`config.mk`:
```
export PLATFORM = sky130hd
export DESIGN_NAME = fetch_unit_flat
export DESIGN_NICKNAME = d
export VERILOG_FILES = /design/src/rtl/fetch_unit_if.sv /design/src/rtl/fetch_unit.sv /design/src/flat_wrapper.sv
export SDC_FILE = /design/constraint.sdc
export NUM_CORES = 1
export LEC_CHECK = 0
export BUFFER_PORTS_ARGS = -buffer_cell sky130_fd_sc_hd__buf_2
export CAP_MARGIN = 20
export CORE_MARGIN = 8
export CORE_UTILIZATION = 40
export DETAILED_ROUTE_END_ITERATION = 10
export PLACE_DENSITY_LB_ADDON = 0.3
export SLEW_MARGIN = 20
export SYNTH_ARGS = -nofsm -noshare
export SYNTH_HDL_FRONTEND = slang
export SYNTH_SLANG_ARGS = --single-unit
```
`constraint.sdc`:
```
create_clock -name clk -period 2.5 [get_ports clk]
set_clock_uncertainty 0.15 [all_clocks]
set_input_delay 0.25 -clock clk [delete_from_list [all_inputs] [get_ports clk]]
set_output_delay 0.25 -clock clk [all_outputs]
set_load 0.02 [all_outputs]
```
`src/rtl/fetch_unit_if.sv`:
```
// Fetch unit bus bundle: instruction-memory request/ack channel, decode-side
// instruction handshake and the redirect (flush) inputs.
//   master : the fetch unit (drives imem_req/imem_addr and the instr_* outputs)
//   slave  : memory + decode + branch environment
interface fetch_unit_if;
  logic        imem_req;
  logic [31:0] imem_addr;
  logic        imem_ack;
  logic [31:0] imem_rdata;
  logic        instr_valid;
  logic [31:0] instr_out;
  logic [31:0] instr_pc;
  logic        instr_ready;
  logic        redirect;
  logic [31:0] redirect_pc;

  modport master (
    output imem_req, imem_addr, instr_valid, instr_out, instr_pc,
    input  imem_ack, imem_rdata, instr_ready, redirect, redirect_pc
  );

  modport slave (
    input  imem_req, imem_addr, instr_valid, instr_out, instr_pc,
    output imem_ack, imem_rdata, instr_ready, redirect, redirect_pc
  );
endinterface

```
`src/rtl/fetch_unit.sv`:
```
// Instruction fetch unit with a 2-entry FIFO instruction buffer.
// Issues one word-aligned read at a time to instruction memory, queues the
// returned words with their PCs and presents the head to decode.
// Ports:
//   clk   : rising-edge clock
//   rst_n : asynchronous active-low reset
//   bus   : fetch_unit_if.master (imem_req/addr/ack/rdata, instr_valid/out/pc/
//           ready, redirect/redirect_pc)
module fetch_unit #(
  parameter logic [31:0] RESET_PC = 32'h0000_0000,
  parameter int unsigned DEPTH    = 2
) (
  input  logic          clk,
  input  logic          rst_n,
  fetch_unit_if.master  bus
);

  localparam logic [1:0] FULL = 2'(DEPTH);

  typedef enum logic [1:0] {IDLE, FETCH, DROP} state_t;

  state_t      state, state_nx;
  logic [31:0] fetch_pc, fetch_pc_nx;
  logic [31:0] addr_q, addr_nx;
  logic        req_q, req_nx;
  logic [1:0]  count, count_nx;
  logic        rd_ptr, wr_ptr;
  logic [31:0] buf_instr [DEPTH];
  logic [31:0] buf_pc    [DEPTH];
  logic        push, pop;

  assign bus.imem_req    = req_q;
  assign bus.imem_addr   = addr_q;
  assign bus.instr_valid = (count != 2'd0);
  assign bus.instr_out   = buf_instr[rd_ptr];
  assign bus.instr_pc    = buf_pc[rd_ptr];

  always_comb begin
    push = (state == FETCH) && req_q && bus.imem_ack && !bus.redirect &&
           (count != FULL);
    pop  = bus.instr_valid && bus.instr_ready;

    count_nx = count;
    if (bus.redirect)
      count_nx = 2'd0;
    else if (push && !pop)
      count_nx = count + 2'd1;
    else if (!push && pop)
      count_nx = count - 2'd1;

    fetch_pc_nx = fetch_pc;
    if (bus.redirect)
      fetch_pc_nx = {bus.redirect_pc[31:2], 2'b00};
    else if (push)
      fetch_pc_nx = fetch_pc + 32'd4;

    state_nx = state;
    case (state)
      IDLE:  state_nx = FETCH;
      FETCH: if (bus.redirect && req_q && !bus.imem_ack) state_nx = DROP;
      DROP:  if (req_q && bus.imem_ack) state_nx = FETCH;
      default: state_nx = IDLE;
    endcase

    // Request is registered: computed from next-cycle state/count so it is
    // already consistent with the gating rule on the cycle it is visible.
    // An outstanding request can only be released by its ack, since count
    // never grows without one.
    if (state == IDLE)
      req_nx = 1'b0;
    else if (state_nx == DROP)
      req_nx = 1'b1;
    else
      req_nx = (count_nx != FULL);

    // DROP keeps presenting the abandoned address until its ack arrives.
    addr_nx = (state_nx == DROP) ? addr_q : fetch_pc_nx;
  end

  always_ff @(posedge clk or negedge rst_n) begin
    if (!rst_n) begin
      state    <= IDLE;
      fetch_pc <= RESET_PC;
      addr_q   <= '0;
      req_q    <= 1'b0;
      count    <= '0;
      rd_ptr   <= 1'b0;
      wr_ptr   <= 1'b0;
      for (int unsigned i = 0; i < DEPTH; i++) begin
        buf_instr[i] <= '0;
        buf_pc[i]    <= '0;
      end
    end else begin
      state    <= state_nx;
      fetch_pc <= fetch_pc_nx;
      addr_q   <= addr_nx;
      req_q    <= req_nx;
      count    <= count_nx;
      if (push) begin
        buf_instr[wr_ptr] <= bus.imem_rdata;
        buf_pc[wr_ptr]    <= fetch_pc;
      end
      if (bus.redirect) begin
        rd_ptr <= 1'b0;
        wr_ptr <= 1'b0;
      end else begin
        if (push) wr_ptr <= ~wr_ptr;
        if (pop)  rd_ptr <= ~rd_ptr;
      end
    end
  end

endmodule
```
`src/flat_wrapper.sv`:
```
// flat-port wrapper written by rule: the top's interface ports become plain ports
module fetch_unit_flat 
#(
  parameter logic [31:0] RESET_PC = 32'h0000_0000,
  parameter int unsigned DEPTH    = 2
)
  (clk, rst_n, bus_imem_req, bus_imem_addr, bus_instr_valid, bus_instr_out, bus_instr_pc, bus_imem_ack, bus_imem_rdata, bus_instr_ready, bus_redirect, bus_redirect_pc);
  fetch_unit_if bus_i ();
  input  logic clk;
  input  logic rst_n;
  output wire logic [$bits(bus_i.imem_req)-1:0] bus_imem_req;
  output wire logic [$bits(bus_i.imem_addr)-1:0] bus_imem_addr;
  output wire logic [$bits(bus_i.instr_valid)-1:0] bus_instr_valid;
  output wire logic [$bits(bus_i.instr_out)-1:0] bus_instr_out;
  output wire logic [$bits(bus_i.instr_pc)-1:0] bus_instr_pc;
  input wire logic [$bits(bus_i.imem_ack)-1:0] bus_imem_ack;
  input wire logic [$bits(bus_i.imem_rdata)-1:0] bus_imem_rdata;
  input wire logic [$bits(bus_i.instr_ready)-1:0] bus_instr_ready;
  input wire logic [$bits(bus_i.redirect)-1:0] bus_redirect;
  input wire logic [$bits(bus_i.redirect_pc)-1:0] bus_redirect_pc;
  assign bus_imem_req = bus_i.imem_req;
  assign bus_imem_addr = bus_i.imem_addr;
  assign bus_instr_valid = bus_i.instr_valid;
  assign bus_instr_out = bus_i.instr_out;
  assign bus_instr_pc = bus_i.instr_pc;
  assign bus_i.imem_ack = bus_imem_ack;
  assign bus_i.imem_rdata = bus_imem_rdata;
  assign bus_i.instr_ready = bus_instr_ready;
  assign bus_i.redirect = bus_redirect;
  assign bus_i.redirect_pc = bus_redirect_pc;
  fetch_unit #(.RESET_PC(RESET_PC), .DEPTH(DEPTH)) u_core (.clk(clk), .rst_n(rst_n), .bus(bus_i));
endmodule
```
==> results.tsv, run 1 <==
metric	value	unit
outcome	finished with violations	
failing checks	setup timing	
dominant cells by area after synthesis	dfrtp_1 55%, mux2_2 23%, nand2_1 2.2%	
post-route setup slack	-78.87	ps
Arr. time, crit path	2810	ps
LEAKAGE	5.406	nW
clk buf depth	2	
vias in the first global route	6663	
Synthesized Nets	784	
CTS tree	done	
Die W	166.4	um
fin crit share	103.2	%
Hold WS	44.83	ps
CP Capture Type	register	
sequential share of the synthesized area	55.03	%
antenna violations before repair	0	
slew at the pin closest to its max-slew limit	620.0	ps
Yosys cell types	56	
Buf/Inv on CP	3	
clock sinks	199	
H-tree levels	4	
nets@finish	1030	
Slew Viols, Final	0	
diodes inserted	0	
CTS root buf	clkbuf_16	
Hold Crit Start	bus_redirect_pc[27]	
Final TNS setup	-121.2	ps
Top-Level Pins	167	
Placed Instances	1156	
Seq. cell area	4981	um2
FP Rows	55	
total core area	22430	um2
RSZ-0062 raised after global routing	true	
Worst path slowest cell	or4b_4	
Yosys top cell area share	55.03	%
Cell Pwr Density	1108	nW/um2
Final min period	2579	ps
initial drt markers	476	
max-cap violation count	0	
input/output buffers	164	
layout cells sized above 1	47.37	%
crit-path leading delay family	simple AND/OR/NAND/NOR gates	
Slew HR	58.62	%
mapped cell area	9050	um2
number of CTS-inserted buffers	17	
Synth Flop Type	dfrtp_1	
worst vdd ir	461.6	uV
first-pass iteration count of the detailed router	4	
Final HPWL DP	15.54	mm
Max Freq	387.8	MHz
post-synthesis async set-or-reset flop share	100.0	%
worst path cell trace	ha_4 -> or4b_4 -> nor4_4 -> buf_4 -> buf_8 -> buf_6 -> and4_1 -> a221o_1 -> mux2_4	
synth warn	0	
Worst EP required	2730	ps
crit path launch type	register	
DR vias/cell	5.123	
aggregate global routing overflow	0	
synthesis-to-finish area growth	30.54	%
worst-path fanout max	6	
most frequent cells in the layout	198 x dfrtp_1, 187 x mux2_2, 163 x buf_2	
vias	6434	
FF+latch count, synth	199	
Critical Path Max Stage Delay	560	ps
total die area	27690	um2
Total GRT Usage	16.31	%
Fill cells	1992	
Finished Layout Cells	1256	
Setup Crit Path Kind	register to register	
Initial Util	40.34	%
Worst-path clk slew	80	ps
Post-route DRC	0	
routed len/inst	17.88	um
RePlAce Congestion	0.7486	
Avg Inst Size Synth	12.71	um2
Clock Latency Late Sink	430	ps
largest net degree at the start of global routing	59	
commonest non-fill, non-tap cell in the layout	dfrtp_1	
Hold Vio Cnt, Final	0	
Yosys top cell by area	dfrtp_1	
Setup-failing EPs final	3	
final wirelength	22.46	mm
reg2reg start	u_core.count[1]$_DFF_PN0_	
area of the multi-input gates	3911	um2
first-pass GRT wire length	36.28	mm
Hold Path Class	input port to register	
Post-synth EDFFs	0	
Mapped Cells	712	
Crit. Startpoint	u_core.count[1]$_DFF_PN0_	
Die Height	166.4	um
post-detailed-route count of antenna-violating nets	0	
[kinds of logic (layout without fill, tap and decap cells)]
kind of cell | Yosys count | after routing | synth area share (%)
fa+ha+maj | 3 | 3 | 0.4148
mux | 204 | 204 | 25.38
flops | 199 | 199 | 55.03
buf+inv | 59 | 318 | 2.848
xor+xnor | 17 | 17 | 1.645
simple gates | 163 | 163 | 9.415
compound gates | 67 | 67 | 5.268
[synth_stat cells, types with 4 or more instances]
cell	count
o221ai_1	8
nor4_1	7
nor2_1	23
xor2_1	7
o31ai_1	7
buf_1	5
nand2_1	52
clkbuf_1	28
mux2_1	13
dfrtp_1	199
buf_2	8
a21oi_1	8
nand4_1	14
o21ai_0	14
xnor2_1	10
inv_1	14
nand3_1	17
nor3_1	11
o21ai_1	5
nor2b_1	12
mux2_2	187
a31o_2	4
[power by group]
| group | internal [mW] | total (mW) | switching, mW |
|---|---|---|---|
| clock network | 1.34 | 2.68 | 1.35 |
| registers | 4.39 | 5.01 | 0.621 |
| logic | 2.53 | 5.40 | 2.87 |
| total | 8.26 | 13.1 | 4.84 |
[per-stage QoR]
| stage | setup slack (ps) | power (mW) | utilization, % | area, um2 |
|---|---|---|---|---|
| 2_1_floorplan | 21.50 | 8.604 | - | 9061 |
| 3_3_place_gp | -7.711 | 10.32 | 46.70 | 10480 |
| 3_5_place_dp | -48.34 | 10.44 | 46.70 | 10480 |
| 4_1_cts | 3.924 | 13.26 | 52.21 | 11710 |
| 5_1_grt | -118.3 | 13.90 | 52.66 | 11810 |
| 6_report | -78.87 | 13.10 | 52.66 | 11810 |
[layer usage]
| layer | GRT usage, % | vias up | share of wire (%) |
|---|---|---|---|
| li1 | - | 3048 | - |
| met1 | 21.70 | 3221 | 47 |
| met2 | 25.97 | 146 | 46 |
| met3 | 3.995 | 19 | 4.9 |
| met4 | 4.896 | 0 | 1.3 |
| met5 | 0 | - | 0 |
[final cells by class]
class	instances	share of cell area, %
flip-flops and latches	199	42.16
multi-input cells	454	33.11
repair buffers	272	16.37
clock buffers	17	3.601
well taps	285	3.018
clock inverters	15	1.292
inverters	14	0.4448
[flip-flops by register name, summed over array words and instances, names as in the netlist]
signal	cells
u_core.count	2
u_core.bus.imem_req	1
u_core.wr_ptr	1
u_core.bus.imem_addr	32
u_core.buf_instr	64
u_core.rd_ptr	1
u_core.state	2
u_core.buf_pc	64
u_core.fetch_pc	32
[final timing paths]
check | endpoint | slack (ps) | cells past startpoint
worst min-delay path | u_core.fetch_pc[27]$_DFF_PN0_ | 40 | 4
worst max register to register | u_core.bus.imem_addr[26]$_DFFE_PN0P_ | -80 | 9
worst max-delay path | u_core.bus.imem_addr[26]$_DFFE_PN0P_ | -80 | 9
max in group asynchronous | u_core.rd_ptr$_DFFE_PN0P_ | 1340 | 3
worst min register to register | u_core.bus.imem_addr[24]$_DFFE_PN0P_ | 330 | 2
min in group asynchronous | u_core.buf_instr[52]$_DFFE_PN0P_ | 180 | 2
[tightest hold or removal path: cells and delay by family]
kind,cells,cell delay (ps)
AO/OA/AOI/OAI,1,70
buffers and inverters,3,270
[repair_timing]
item / in CTS / in global routing
pin swaps: 1 / 9
hold endpoints to repair: 155 / 0
hold buffers: 63 / 0
resized for setup: 1 / 17
setup endpoints to repair: 2 / 89
buffers inserted: 1 / 4
(Power assumes the default switching activity.)
==> inputs of run 2 (changes only) <==
--- a/config.mk
+++ b/config.mk
@@ -8,7 +8,8 @@
 export BUFFER_PORTS_ARGS = -buffer_cell sky130_fd_sc_hd__buf_2
 export CAP_MARGIN = 20
 export CORE_MARGIN = 8
-export CORE_UTILIZATION = 40
+export CORE_UTILIZATION = 50
+export CTS_BUF_LIST = sky130_fd_sc_hd__clkbuf_16
 export DETAILED_ROUTE_END_ITERATION = 10
 export PLACE_DENSITY_LB_ADDON = 0.3
 export SLEW_MARGIN = 20
==> results.tsv, run 2 (synthesized netlist as in run 1, its figures left out) <==
metric	value	unit
outcome	finished with violations	
failing checks	setup timing	
commonest non-fill, non-tap cell in the layout	dfrtp_1	
Worst EP required	2660	ps
Fill cells	1341	
P_sw	4.662	mW
Top-Level Pins	167	
Clock Latency Late Sink	420	ps
first-pass GRT wire length	36.16	mm
Arr. time, crit path	2660	ps
cell depth of the worst flop-to-flop path	8	
area of the multi-input gates	3908	um2
number of CTS-inserted buffers	17	
input/output buffers	164	
slew at the pin closest to its max-slew limit	706.9	ps
fin crit share	100.2	%
most frequent cells in the layout	198 x dfrtp_1, 186 x mux2_2, 164 x buf_2	
Hold Vio Cnt, Final	0	
Max Freq	399.4	MHz
layout cells sized above 1	46.76	%
clock sinks	199	
Setup Crit Path Kind	register to register	
LEAKAGE	5.439	nW
Die Height	150.5	um
Total GRT Usage	20.13	%
vias in the first global route	7005	
Switching Share	35.40	%
Int Power	8.507	mW
Seq pwr share	38.3	%
total die area	22660	um2
Final HPWL DP	15.03	mm
Slew HR	52.88	%
worst vdd ir	701.9	uV
routed len/inst	18.35	um
Final min period	2504	ps
first-pass iteration count of the detailed router	4	
total core area	17840	um2
Slew Viols, Final	0	
clk buf depth	2	
RePlAce Congestion	0.8126	
Hold Path Class	input port to register	
Comb pwr share	41.1	%
Cell Pwr Density	1121	nW/um2
worst-path fanout max	5	
DR vias/cell	5.401	
Initial Util	50.73	%
FP Rows	49	
CTS tree	done	
Seq. cell area	4981	um2
nets@finish	1032	
diodes inserted	0	
largest net degree at the start of global routing	74	
Worst-path clk slew	70	ps
Hold WS	21.11	ps
max-cap violation count	0	
post-route setup slack	-3.853	ps
antenna violations before repair	0	
final wirelength	22.06	mm
initial drt markers	303	
Clk pwr share	20.7	%
worst slack, placed	-66.47	ps
H-tree levels	4	
CP Capture Type	register	
aggregate global routing overflow	0	
Worst Hold Depth	3	
biggest regs	u_core.buf_instr: 64 flops, u_core.buf_pc: 64 flops	
post-detailed-route count of antenna-violating nets	0	
vias	6492	
RSZ-0062 raised after global routing	true	
CTS root buf	clkbuf_16	
synthesis-to-finish area growth	29.75	%
Die W	150.5	um
Post-route DRC	0	
Setup-failing EPs final	2	
crit path launch type	register	
## run 2: cell types whose count changed in the layout (fill, tap and decap cells not counted), sizes merged
cell	change
buf	+3
bufinv	+3
clkinv	+3
clkinvlp	-1
dlygate4sd3	-1
inv	-5
## run 2: path summary, 6_finish.rpt
kind	slack [ps]	from	to
max	-4	u_core.count[1]$_DFF_PN0_	u_core.bus.imem_addr[30]$_DFFE_PN0P_
min	20	bus_redirect_pc[3]	u_core.fetch_pc[3]$_DFF_PN0_
max reg2reg	-4	u_core.count[1]$_DFF_PN0_	u_core.bus.imem_addr[30]$_DFFE_PN0P_
min reg2reg	330	u_core.buf_pc[14]$_DFFE_PN0P_	u_core.buf_pc[14]$_DFFE_PN0P_
max in group asynchronous	1220	rst_n	u_core.fetch_pc[23]$_DFF_PN0_
min in group asynchronous	230	rst_n	u_core.buf_instr[15]$_DFFE_PN0P_
## run 2: critical path, stage by stage, from the launching register on
cell and delay [ps]:
dfrtp_1 410, ha_4 170, or4b_4 520, buf_6 140, nor4_4 120, buf_4 190, a311oi_1 90, a221o_1 320
mux2_4 260
## run 2: metal layers
metal | part of all wire, % | global-route usage, % | vias up
li1 | - | - | 3048
met1 | 44 | 27.00 | 3235
met2 | 47 | 32.17 | 182
met3 | 6.3 | 3.847 | 27
met4 | 1.8 | 6.897 | 0
met5 | 0 | 0 | -
## run 2: per-stage QoR
step	setup TNS (ps)	util, %	total power [mW]	instances	cell area (um2)
after global routing	-441.1	65.82	13.92	1202	11740
after CTS	-0.7361	65.28	13.25	1197	11650
after detailed placement	-116.8	58.39	10.41	1103	10420
after floorplan	0	-	8.604	712	9061
final	-6.249	65.82	13.17	1202	11740
after global placement	-4.056	58.39	10.26	1103	10420
## run 2: area by class of cell
type | instances | area share [%]
Clock buffer | 17 | 3.623
Timing Repair Buffer | 274 | 16.44
Clock inverter | 15 | 1.353
Tap cell | 229 | 2.440
Multi-Input combinational cell | 454 | 33.28
Sequential cell | 199 | 42.42
Inverter | 14 | 0.4475
## run 2: what timing repair did
| item | CTS | global route |
|---|---|---|
| endpoints found under the setup margin | 7 | 98 |
| endpoints found under the hold margin | 161 | 2 |
| hold buffers | 61 | 1 |
| cloned | 0 | 1 |
| resized for setup | 5 | 12 |
| buffers inserted | 1 | 3 |
| pin swaps | 3 | 2 |
## run 2: power by group through the flow
stage	sequential, mW	clock, mW	combinational [mW]
global placement	5.01	0	5.25
CTS	5.03	2.79	5.44
global route	5.18	2.91	5.82
finish	5.04	2.72	5.41
floorplan	5.07	0	3.53
detailed placement	5.08	0	5.33
